$ cat src/rtl/native_to_ddr_app_if.sv
// Native request/response and DDR app command, write-data and read-return signals
// between the native master, the bridge and the memory controller.
interface native_to_ddr_app_if #(
    parameter int ADDR_WIDTH = 27,
    parameter int DATA_WIDTH = 256
);
    localparam int MASK_WIDTH = DATA_WIDTH / 8;

    logic                  init_calib_complete;
    logic                  req_valid;
    logic                  req_ready;
    logic                  req_write;
    logic [ADDR_WIDTH-1:0] req_addr;
    logic [DATA_WIDTH-1:0] req_wdata;
    logic [MASK_WIDTH-1:0] req_wstrb;
    logic                  rsp_valid;
    logic                  rsp_ready;
    logic [DATA_WIDTH-1:0] rsp_data;
    logic [ADDR_WIDTH-1:0] app_addr;
    logic [2:0]            app_cmd;
    logic                  app_en;
    logic                  app_rdy;
    logic [DATA_WIDTH-1:0] app_wdf_data;
    logic [MASK_WIDTH-1:0] app_wdf_mask;
    logic                  app_wdf_wren;
    logic                  app_wdf_end;
    logic                  app_wdf_rdy;
    logic [DATA_WIDTH-1:0] app_rd_data;
    logic                  app_rd_data_valid;
    logic                  app_rd_data_end;

    // Environment view: native requester plus memory controller.
    modport master (
        output init_calib_complete, req_valid, req_write, req_addr, req_wdata, req_wstrb,
               rsp_ready, app_rdy, app_wdf_rdy, app_rd_data, app_rd_data_valid, app_rd_data_end,
        input  req_ready, rsp_valid, rsp_data, app_addr, app_cmd, app_en,
               app_wdf_data, app_wdf_mask, app_wdf_wren, app_wdf_end
    );

    modport slave (
        input  init_calib_complete, req_valid, req_write, req_addr, req_wdata, req_wstrb,
               rsp_ready, app_rdy, app_wdf_rdy, app_rd_data, app_rd_data_valid, app_rd_data_end,
        output req_ready, rsp_valid, rsp_data, app_addr, app_cmd, app_en,
               app_wdf_data, app_wdf_mask, app_wdf_wren, app_wdf_end
    );
endinterface

$ cat src/rtl/native_to_ddr_app.sv
// Native single-beat requests -> DDR app cmd/wdf channels (1 cycle), read data via credit-limited FIFO (1 cycle).
// Accepts stall while a cmd/data beat is pending or credits are 0; NATIVE_APP_STAT_EN adds write/read counters.
module native_to_ddr_app #(
    parameter int ADDR_WIDTH = 27,
    parameter int DATA_WIDTH = 256,
    parameter int RD_DEPTH   = 16
) (
    input  logic clock,
    input  logic rst,
    native_to_ddr_app_if.slave bus
`ifdef NATIVE_APP_STAT_EN
    ,
    output logic [31:0] stat_wr_cnt,
    output logic [31:0] stat_rd_cnt
`endif
);
    localparam int MASK_WIDTH = DATA_WIDTH / 8;
    localparam int PTR_W      = $clog2(RD_DEPTH);
    localparam int CNT_W      = PTR_W + 1;
    localparam logic [CNT_W-1:0] CREDIT_MAX = CNT_W'(RD_DEPTH);
    localparam logic [CNT_W-1:0] ONE        = CNT_W'(1);

    logic                  live_q;
    logic                  cmd_pend_q, cmd_pend_d;
    logic                  cmd_rd_q, cmd_rd_d;
    logic [ADDR_WIDTH-1:0] addr_q, addr_d;
    logic                  wd_pend_q, wd_pend_d;
    logic [DATA_WIDTH-1:0] wdata_q, wdata_d;
    logic [MASK_WIDTH-1:0] wmask_q, wmask_d;
    logic [CNT_W-1:0]      credits_q, credits_d;
    logic [CNT_W-1:0]      wr_ptr_q, wr_ptr_d;
    logic [CNT_W-1:0]      rd_ptr_q, rd_ptr_d;
    logic [DATA_WIDTH-1:0] mem_q [RD_DEPTH];

    logic req_rdy, req_acc, rd_acc, rsp_pop;
    logic fifo_empty, fifo_full, fifo_push;
    logic unused_rd_end;

    assign unused_rd_end = bus.app_rd_data_end;

    always_comb begin
        fifo_empty = (wr_ptr_q == rd_ptr_q);
        fifo_full  = (wr_ptr_q[PTR_W] != rd_ptr_q[PTR_W]) &&
                     (wr_ptr_q[PTR_W-1:0] == rd_ptr_q[PTR_W-1:0]);
        // live_q keeps req_ready low while reset is asserted.
        req_rdy    = live_q && bus.init_calib_complete && !cmd_pend_q && !wd_pend_q &&
                     (credits_q != '0);
        req_acc    = bus.req_valid && req_rdy;
        rd_acc     = req_acc && !bus.req_write;
        rsp_pop    = !fifo_empty && bus.rsp_ready;
        // A pop in the same cycle frees the slot, so a full FIFO can still take a beat.
        fifo_push  = bus.app_rd_data_valid && (!fifo_full || rsp_pop);

        cmd_pend_d = cmd_pend_q;
        cmd_rd_d   = cmd_rd_q;
        addr_d     = addr_q;
        wd_pend_d  = wd_pend_q;
        wdata_d    = wdata_q;
        wmask_d    = wmask_q;
        credits_d  = credits_q;

        if (cmd_pend_q && bus.app_rdy)     cmd_pend_d = 1'b0;
        if (wd_pend_q && bus.app_wdf_rdy)  wd_pend_d  = 1'b0;

        if (req_acc) begin
            cmd_pend_d = 1'b1;
            cmd_rd_d   = !bus.req_write;
            addr_d     = bus.req_addr;
            if (bus.req_write) begin
                wd_pend_d = 1'b1;
                wdata_d   = bus.req_wdata;
                wmask_d   = ~bus.req_wstrb;
            end
        end

        if (rd_acc && !rsp_pop)      credits_d = credits_q - ONE;
        else if (rsp_pop && !rd_acc) credits_d = credits_q + ONE;

        wr_ptr_d = wr_ptr_q + CNT_W'(fifo_push);
        rd_ptr_d = rd_ptr_q + CNT_W'(rsp_pop);
    end

    always_ff @(posedge clock or posedge rst) begin
        if (rst) begin
            live_q     <= 1'b0;
            cmd_pend_q <= 1'b0;
            cmd_rd_q   <= 1'b0;
            addr_q     <= '0;
            wd_pend_q  <= 1'b0;
            wdata_q    <= '0;
            wmask_q    <= '1;
            credits_q  <= CREDIT_MAX;
            wr_ptr_q   <= '0;
            rd_ptr_q   <= '0;
        end else begin
            live_q     <= 1'b1;
            cmd_pend_q <= cmd_pend_d;
            cmd_rd_q   <= cmd_rd_d;
            addr_q     <= addr_d;
            wd_pend_q  <= wd_pend_d;
            wdata_q    <= wdata_d;
            wmask_q    <= wmask_d;
            credits_q  <= credits_d;
            wr_ptr_q   <= wr_ptr_d;
            rd_ptr_q   <= rd_ptr_d;
        end
    end

    // Storage needs no reset: rsp_data is forced to zero while the FIFO is empty.
    always_ff @(posedge clock) begin
        if (fifo_push) mem_q[wr_ptr_q[PTR_W-1:0]] <= bus.app_rd_data;
    end

    rd_fifo_no_overflow: assert property (@(posedge clock) disable iff (rst)
        !(bus.app_rd_data_valid && fifo_full && !rsp_pop))
        else $error("native_to_ddr_app: read beat arrived with FIFO full, beat dropped");

    assign bus.req_ready    = req_rdy;
    assign bus.app_en       = cmd_pend_q;
    assign bus.app_cmd      = {2'b00, cmd_rd_q};
    assign bus.app_addr     = addr_q;
    assign bus.app_wdf_wren = wd_pend_q;
    assign bus.app_wdf_end  = wd_pend_q;
    assign bus.app_wdf_data = wdata_q;
    assign bus.app_wdf_mask = wmask_q;
    assign bus.rsp_valid    = !fifo_empty;
    assign bus.rsp_data     = fifo_empty ? '0 : mem_q[rd_ptr_q[PTR_W-1:0]];

`ifdef NATIVE_APP_STAT_EN
    logic [31:0] stat_wr_cnt_q, stat_wr_cnt_d;
    logic [31:0] stat_rd_cnt_q, stat_rd_cnt_d;

    always_comb begin
        stat_wr_cnt_d = stat_wr_cnt_q + ((wd_pend_q && bus.app_wdf_rdy) ? 32'd1 : 32'd0);
        stat_rd_cnt_d = stat_rd_cnt_q + (fifo_push ? 32'd1 : 32'd0);
    end

    always_ff @(posedge clock or posedge rst) begin
        if (rst) begin
            stat_wr_cnt_q <= '0;
            stat_rd_cnt_q <= '0;
        end else begin
            stat_wr_cnt_q <= stat_wr_cnt_d;
            stat_rd_cnt_q <= stat_rd_cnt_d;
        end
    end

    assign stat_wr_cnt = stat_wr_cnt_q;
    assign stat_rd_cnt = stat_rd_cnt_q;
`endif
endmodule
$ cat src/flat_wrapper.sv
// flat-port wrapper written by rule: the top's interface ports become plain ports
module native_to_ddr_app_flat 
#(
    parameter int ADDR_WIDTH = 27,
    parameter int DATA_WIDTH = 256,
    parameter int RD_DEPTH   = 16
)
  (clock, rst, bus_init_calib_complete, bus_req_valid, bus_req_write, bus_req_addr, bus_req_wdata, bus_req_wstrb, bus_rsp_ready, bus_app_rdy, bus_app_wdf_rdy, bus_app_rd_data, bus_app_rd_data_valid, bus_app_rd_data_end, bus_req_ready, bus_rsp_valid, bus_rsp_data, bus_app_addr, bus_app_cmd, bus_app_en, bus_app_wdf_data, bus_app_wdf_mask, bus_app_wdf_wren, bus_app_wdf_end);
  native_to_ddr_app_if #(.ADDR_WIDTH(ADDR_WIDTH), .DATA_WIDTH(DATA_WIDTH)) bus_i ();
  input  logic clock;
  input  logic rst;
  input wire logic [$bits(bus_i.init_calib_complete)-1:0] bus_init_calib_complete;
  input wire logic [$bits(bus_i.req_valid)-1:0] bus_req_valid;
  input wire logic [$bits(bus_i.req_write)-1:0] bus_req_write;
  input wire logic [$bits(bus_i.req_addr)-1:0] bus_req_addr;
  input wire logic [$bits(bus_i.req_wdata)-1:0] bus_req_wdata;
  input wire logic [$bits(bus_i.req_wstrb)-1:0] bus_req_wstrb;
  input wire logic [$bits(bus_i.rsp_ready)-1:0] bus_rsp_ready;
  input wire logic [$bits(bus_i.app_rdy)-1:0] bus_app_rdy;
  input wire logic [$bits(bus_i.app_wdf_rdy)-1:0] bus_app_wdf_rdy;
  input wire logic [$bits(bus_i.app_rd_data)-1:0] bus_app_rd_data;
  input wire logic [$bits(bus_i.app_rd_data_valid)-1:0] bus_app_rd_data_valid;
  input wire logic [$bits(bus_i.app_rd_data_end)-1:0] bus_app_rd_data_end;
  output wire logic [$bits(bus_i.req_ready)-1:0] bus_req_ready;
  output wire logic [$bits(bus_i.rsp_valid)-1:0] bus_rsp_valid;
  output wire logic [$bits(bus_i.rsp_data)-1:0] bus_rsp_data;
  output wire logic [$bits(bus_i.app_addr)-1:0] bus_app_addr;
  output wire logic [$bits(bus_i.app_cmd)-1:0] bus_app_cmd;
  output wire logic [$bits(bus_i.app_en)-1:0] bus_app_en;
  output wire logic [$bits(bus_i.app_wdf_data)-1:0] bus_app_wdf_data;
  output wire logic [$bits(bus_i.app_wdf_mask)-1:0] bus_app_wdf_mask;
  output wire logic [$bits(bus_i.app_wdf_wren)-1:0] bus_app_wdf_wren;
  output wire logic [$bits(bus_i.app_wdf_end)-1:0] bus_app_wdf_end;
  assign bus_i.init_calib_complete = bus_init_calib_complete;
  assign bus_i.req_valid = bus_req_valid;
  assign bus_i.req_write = bus_req_write;
  assign bus_i.req_addr = bus_req_addr;
  assign bus_i.req_wdata = bus_req_wdata;
  assign bus_i.req_wstrb = bus_req_wstrb;
  assign bus_i.rsp_ready = bus_rsp_ready;
  assign bus_i.app_rdy = bus_app_rdy;
  assign bus_i.app_wdf_rdy = bus_app_wdf_rdy;
  assign bus_i.app_rd_data = bus_app_rd_data;
  assign bus_i.app_rd_data_valid = bus_app_rd_data_valid;
  assign bus_i.app_rd_data_end = bus_app_rd_data_end;
  assign bus_req_ready = bus_i.req_ready;
  assign bus_rsp_valid = bus_i.rsp_valid;
  assign bus_rsp_data = bus_i.rsp_data;
  assign bus_app_addr = bus_i.app_addr;
  assign bus_app_cmd = bus_i.app_cmd;
  assign bus_app_en = bus_i.app_en;
  assign bus_app_wdf_data = bus_i.app_wdf_data;
  assign bus_app_wdf_mask = bus_i.app_wdf_mask;
  assign bus_app_wdf_wren = bus_i.app_wdf_wren;
  assign bus_app_wdf_end = bus_i.app_wdf_end;
  native_to_ddr_app #(.ADDR_WIDTH(ADDR_WIDTH), .DATA_WIDTH(DATA_WIDTH), .RD_DEPTH(RD_DEPTH)) u_core (.clock(clock), .rst(rst), .bus(bus_i));
endmodule
$ cat config.mk
export PLATFORM = sky130hd
export DESIGN_NAME = native_to_ddr_app_flat
export DESIGN_NICKNAME = d
export VERILOG_FILES = /design/src/rtl/native_to_ddr_app_if.sv /design/src/rtl/native_to_ddr_app.sv /design/src/flat_wrapper.sv
export SDC_FILE = /design/constraint.sdc
export NUM_CORES = 2
export LEC_CHECK = 0
export ABC_CLOCK_PERIOD_IN_PS = 51300
export BUFFER_PORTS_ARGS = -buffer_cell sky130_fd_sc_hd__buf_2
export CAP_MARGIN = 10
export CORE_ASPECT_RATIO = 0.9
export CORE_UTILIZATION = 65
export DETAILED_ROUTE_END_ITERATION = 16
export PLACE_DENSITY_LB_ADDON = 0.1
export SYNTH_ARGS = -nofsm -noshare
export SYNTH_HDL_FRONTEND = slang
export SYNTH_SLANG_ARGS = --single-unit
$ cat constraint.sdc
create_clock -name clock -period 51.3 [get_ports clock]
set_input_delay 5.13 -clock clock [delete_from_list [all_inputs] [get_ports clock]]
set_output_delay 5.13 -clock clock [all_outputs]
set_load 0.02 [all_outputs]
==> key figures <==
STA
  – Relative slew slack: 0.189
  – Slew @ Worst Pin: 1.22 ns
  – RSZ-0062 raised after global routing: false
  – Final hold violation count: 0
  – Final setup violating endpoints: 0
  – Worst clock skew: 0.0730 ns
  – FMAX: 81.2 MHz
  – Min Tclk post-route: 12.32 ns
  – Final period util: 0.240
  – Setup tns final: 0 ns
  – Slew Limit Fails: 0

Clock tree
  – CTS Root Buffer Type: clkbuf_16
  – Clock transition at path regs: 0.06 ns
  – Number of buffers added for setup after CTS: 0
  – CTS tree: yes
  – CTS max path bufs: 4
  – Num CTS Buffers: 421
  – # H-tree levels: 5
  – PostCTS Resize Cnt: 0
  – Num Clock Sinks: 4430
  – Clock Latency Late Sink: 0.96 ns
  – CTS Hold Bufs: 0

Placement
  – Input/output buffers: 1156
  – DP HPWL: 241 mm
  – Gpl congestion: 0.954

Cells and area
  – Commonest non-fill, non-tap cell in the layout: edfxtp_1
  – Share of cells above drive strength 1: 0.373
  – Synth-to-layout area growth: 14.1%
  – Fin nets: between 8000 and 9000
  – Most frequent cells in the layout: edfxtp_1, buf_2, mux4_2

Floorplanning
  – Initial core utilization: 0.655
  – Die Width: 534 microns
  – Die area: 257000 sq um
  – I/O Pins: 1160
  – Rows: between 150 and 200
  – Core Region: 253000 sq um
  – Die height: between 400 and 500 microns

Critical path
  – Worst Path Buf+Inv: 6
  – Crit path from: u_core.rd_ptr_q[1]
  – Flop2flop setup slack: 45.12 ns
  – Crit Path Max Fanout: between 100 and 150
  – Critical Path RT: 46.17 ns
  – CP dominant cell by count: buf_4
  – Crit Path Class: reg -> out
  – R2r startpoint: u_core.rd_ptr_q[1]
  – Highest-delay cell along the critical path: buf_4
  – FF-to-FF path depth: 14
  – CP top delay family: buffers and inverters
  – Critical path arrival: 7.19 ns
  – CP peak stage delay: 0.91 ns
  – Critical Path Sink: bus_rsp_data[78]
  – FF-to-FF End: u_core.credits_q[4]
  – Setup crit end kind: primary output
  – Crit-path cells: buf_12 > buf_4 > buf_4 > buf_4 > buf_4 > mux4_2 > a22oi_1 > a21oi_1 > buf_2
  – WP depth: 9
  – CP startpoint kind: flip-flop

Synthesis
  – Post-synthesis async set-or-reset flop share: 0.0754
  – Mapped Avg Cell Area: 23.4 sq um
  – Unique masters post-synth: 42
  – Number of synthesized flops with an enable pin: a little over 4000
  – Sequential share of the synthesized area: 0.793
  – Synth warn: 0
  – Synth Register Bits: 4430
  – Ys flop type: edfxtp_1
  – Synth Cell Area: around 170000 sq um
  – Post-synthesis cell count: 7088

Hold path
  – Hold crit path type: reg -> reg

Routing
  – Vias per cell: 6.81
  – DR vias: 82800
  – Post-DR wirelength/cell: 35.8 microns
  – DR iter-0 viols: around 10000
  – DRC Markers: 0
  – Final WL: 435 mm
  – Router iterations before antenna repair: 5
  – Post-route ant nets: 0

Global routing
  – Met2 usage: 0.528
  – Global-route met3 utilization: 0.0872
  – Total gr overflow: 0
  – Initial antenna violation count: 237
  – Gr usage total: 0.340
  – First-pass GRT wire length: just over 600 mm
  – Global-route track usage on met1: 0.463
  – Layer with the highest usage: met2
  – Number of global-route vias before repair: 81900
  – Largest net degree at the start of global routing: 191

Power
  – Max VDD drop: 0.0000579 V
  – LEAKAGE: 0.0626 uW
  – PnR Total Power: 11200 uW
  – P per Cell Area: 59.2 nW/um^2

Outcome
  – Outcome: completed

Flow run
  – Max Cap Viol: 0
## per-layer routing
| layer | vias to the layer above | wire length [microns] | part of all wire |
|---|---|---|---|
| li1 | 33000 | - | - |
| met1 | 43800 | 161000 | 0.37 |
| met2 | 4962 | 209000 | 0.48 |
| met3 | 970 | 44300 | 0.10 |
| met4 | 104 | 20200 | 0.047 |
| met5 | - | 698 | 0.0016 |
## kinds of logic after synthesis
logic type / count (synthesis) / synth area share
DFF: 4430 / 0.793
muxes: 1308 / 0.159
AOI/OAI and AO/OA: 816 / 0.0327
buffers and inverters: 429 / 0.0119
and+or+nand+nor: 79 / 0.00232
xor gates and xnor gates: 16 / 0.000846
adders and majority gates: 8 / 0.000604
other: 2 / 0.0000453
## Yosys cell counts (all sizes together) (10+ instances only)
cell | n | area share
mux2 | 284 | 0.019
nand2 | 37 | 0.00084
a22oi | 512 | 0.023
dfstp | 33 | 0.0052
o21ai | 36 | 0.0011
buf | 184 | 0.0063
clkbuf | 237 | 0.0054
mux4 | 1024 | 0.14
dfrtp | 301 | 0.045
a21oi | 259 | 0.0078
edfxtp | 4096 | 0.74
xnor2 | 10 | 0.00053
## tightest hold or removal path, stage by stage (launching register included)
cell and delay, ns:
dfstp_2 0.37, nand2_1 0.04, o21ai_0 0.06
## per-stage QoR
stage	area (sq um)	utilization	setup slack (ns)	cells	hold WS (ns)
floorplan	166000	-	20.35	7089	0.464
global placement	175000	0.692	39.82	11300	0.470
detailed placement	175000	0.692	39.85	11300	0.474
CTS	189000	0.746	38.82	12100	0.483
global route	189000	0.747	38.66	12100	0.494
finish	189000	0.747	38.98	12200	0.479
## power breakdown
group | total [uW] | switching [uW] | internal, uW | leakage (uW)
clock | 3090 | 1310 | 1780 | 0.00665
sequential | 4530 | 135 | 4390 | 0.0410
combinational | 3570 | 2270 | 1310 | 0.0150
total | 11200 | 3710 | 7470 | 0.0626
## area by class of cell
cell class | instances | area [sq um]
flip-flops and latches | 4430 | 131000
fillers | 13900 | 64100
multi-input cells | 2230 | 32400
clock buffers | 518 | 11100
repair buffers | 1290 | 7100
well taps | 3363 | 4210
clock inverters | 254 | 2580
diodes | 76 | 190
inverters | 8 | 37.5
## worst min-delay path by stage
stage,startpoint,endpoint,slack [ns],cells past startpoint
floorplan,u_core.rd_ptr_q[4],u_core.rd_ptr_q[4],0.46,1
global placement,u_core.bus.app_wdf_mask[5],u_core.bus.app_wdf_mask[5],0.47,2
finish,u_core.bus.app_wdf_mask[25],u_core.bus.app_wdf_mask[25],0.48,2
detailed placement,u_core.bus.app_wdf_mask[25],u_core.bus.app_wdf_mask[25],0.47,2
CTS,u_core.bus.app_wdf_mask[25],u_core.bus.app_wdf_mask[25],0.48,2
global route,u_core.bus.app_wdf_mask[8],u_core.bus.app_wdf_mask[8],0.49,2
## registers in the layout (all words and copies together), names as in the netlist
register,count
u_core.bus.app_addr,27
u_core.rd_ptr_q,5
u_core.live_q,1
u_core.bus.app_en,1
u_core.mem_q,4096
u_core.bus.app_wdf_data,256
u_core.bus.app_wdf_mask,32
u_core.wr_ptr_q,5
u_core.cmd_rd_q,1
u_core.credits_q,5
u_core.bus.app_wdf_end,1
Note: power is estimated with default switching activity, not from simulation.
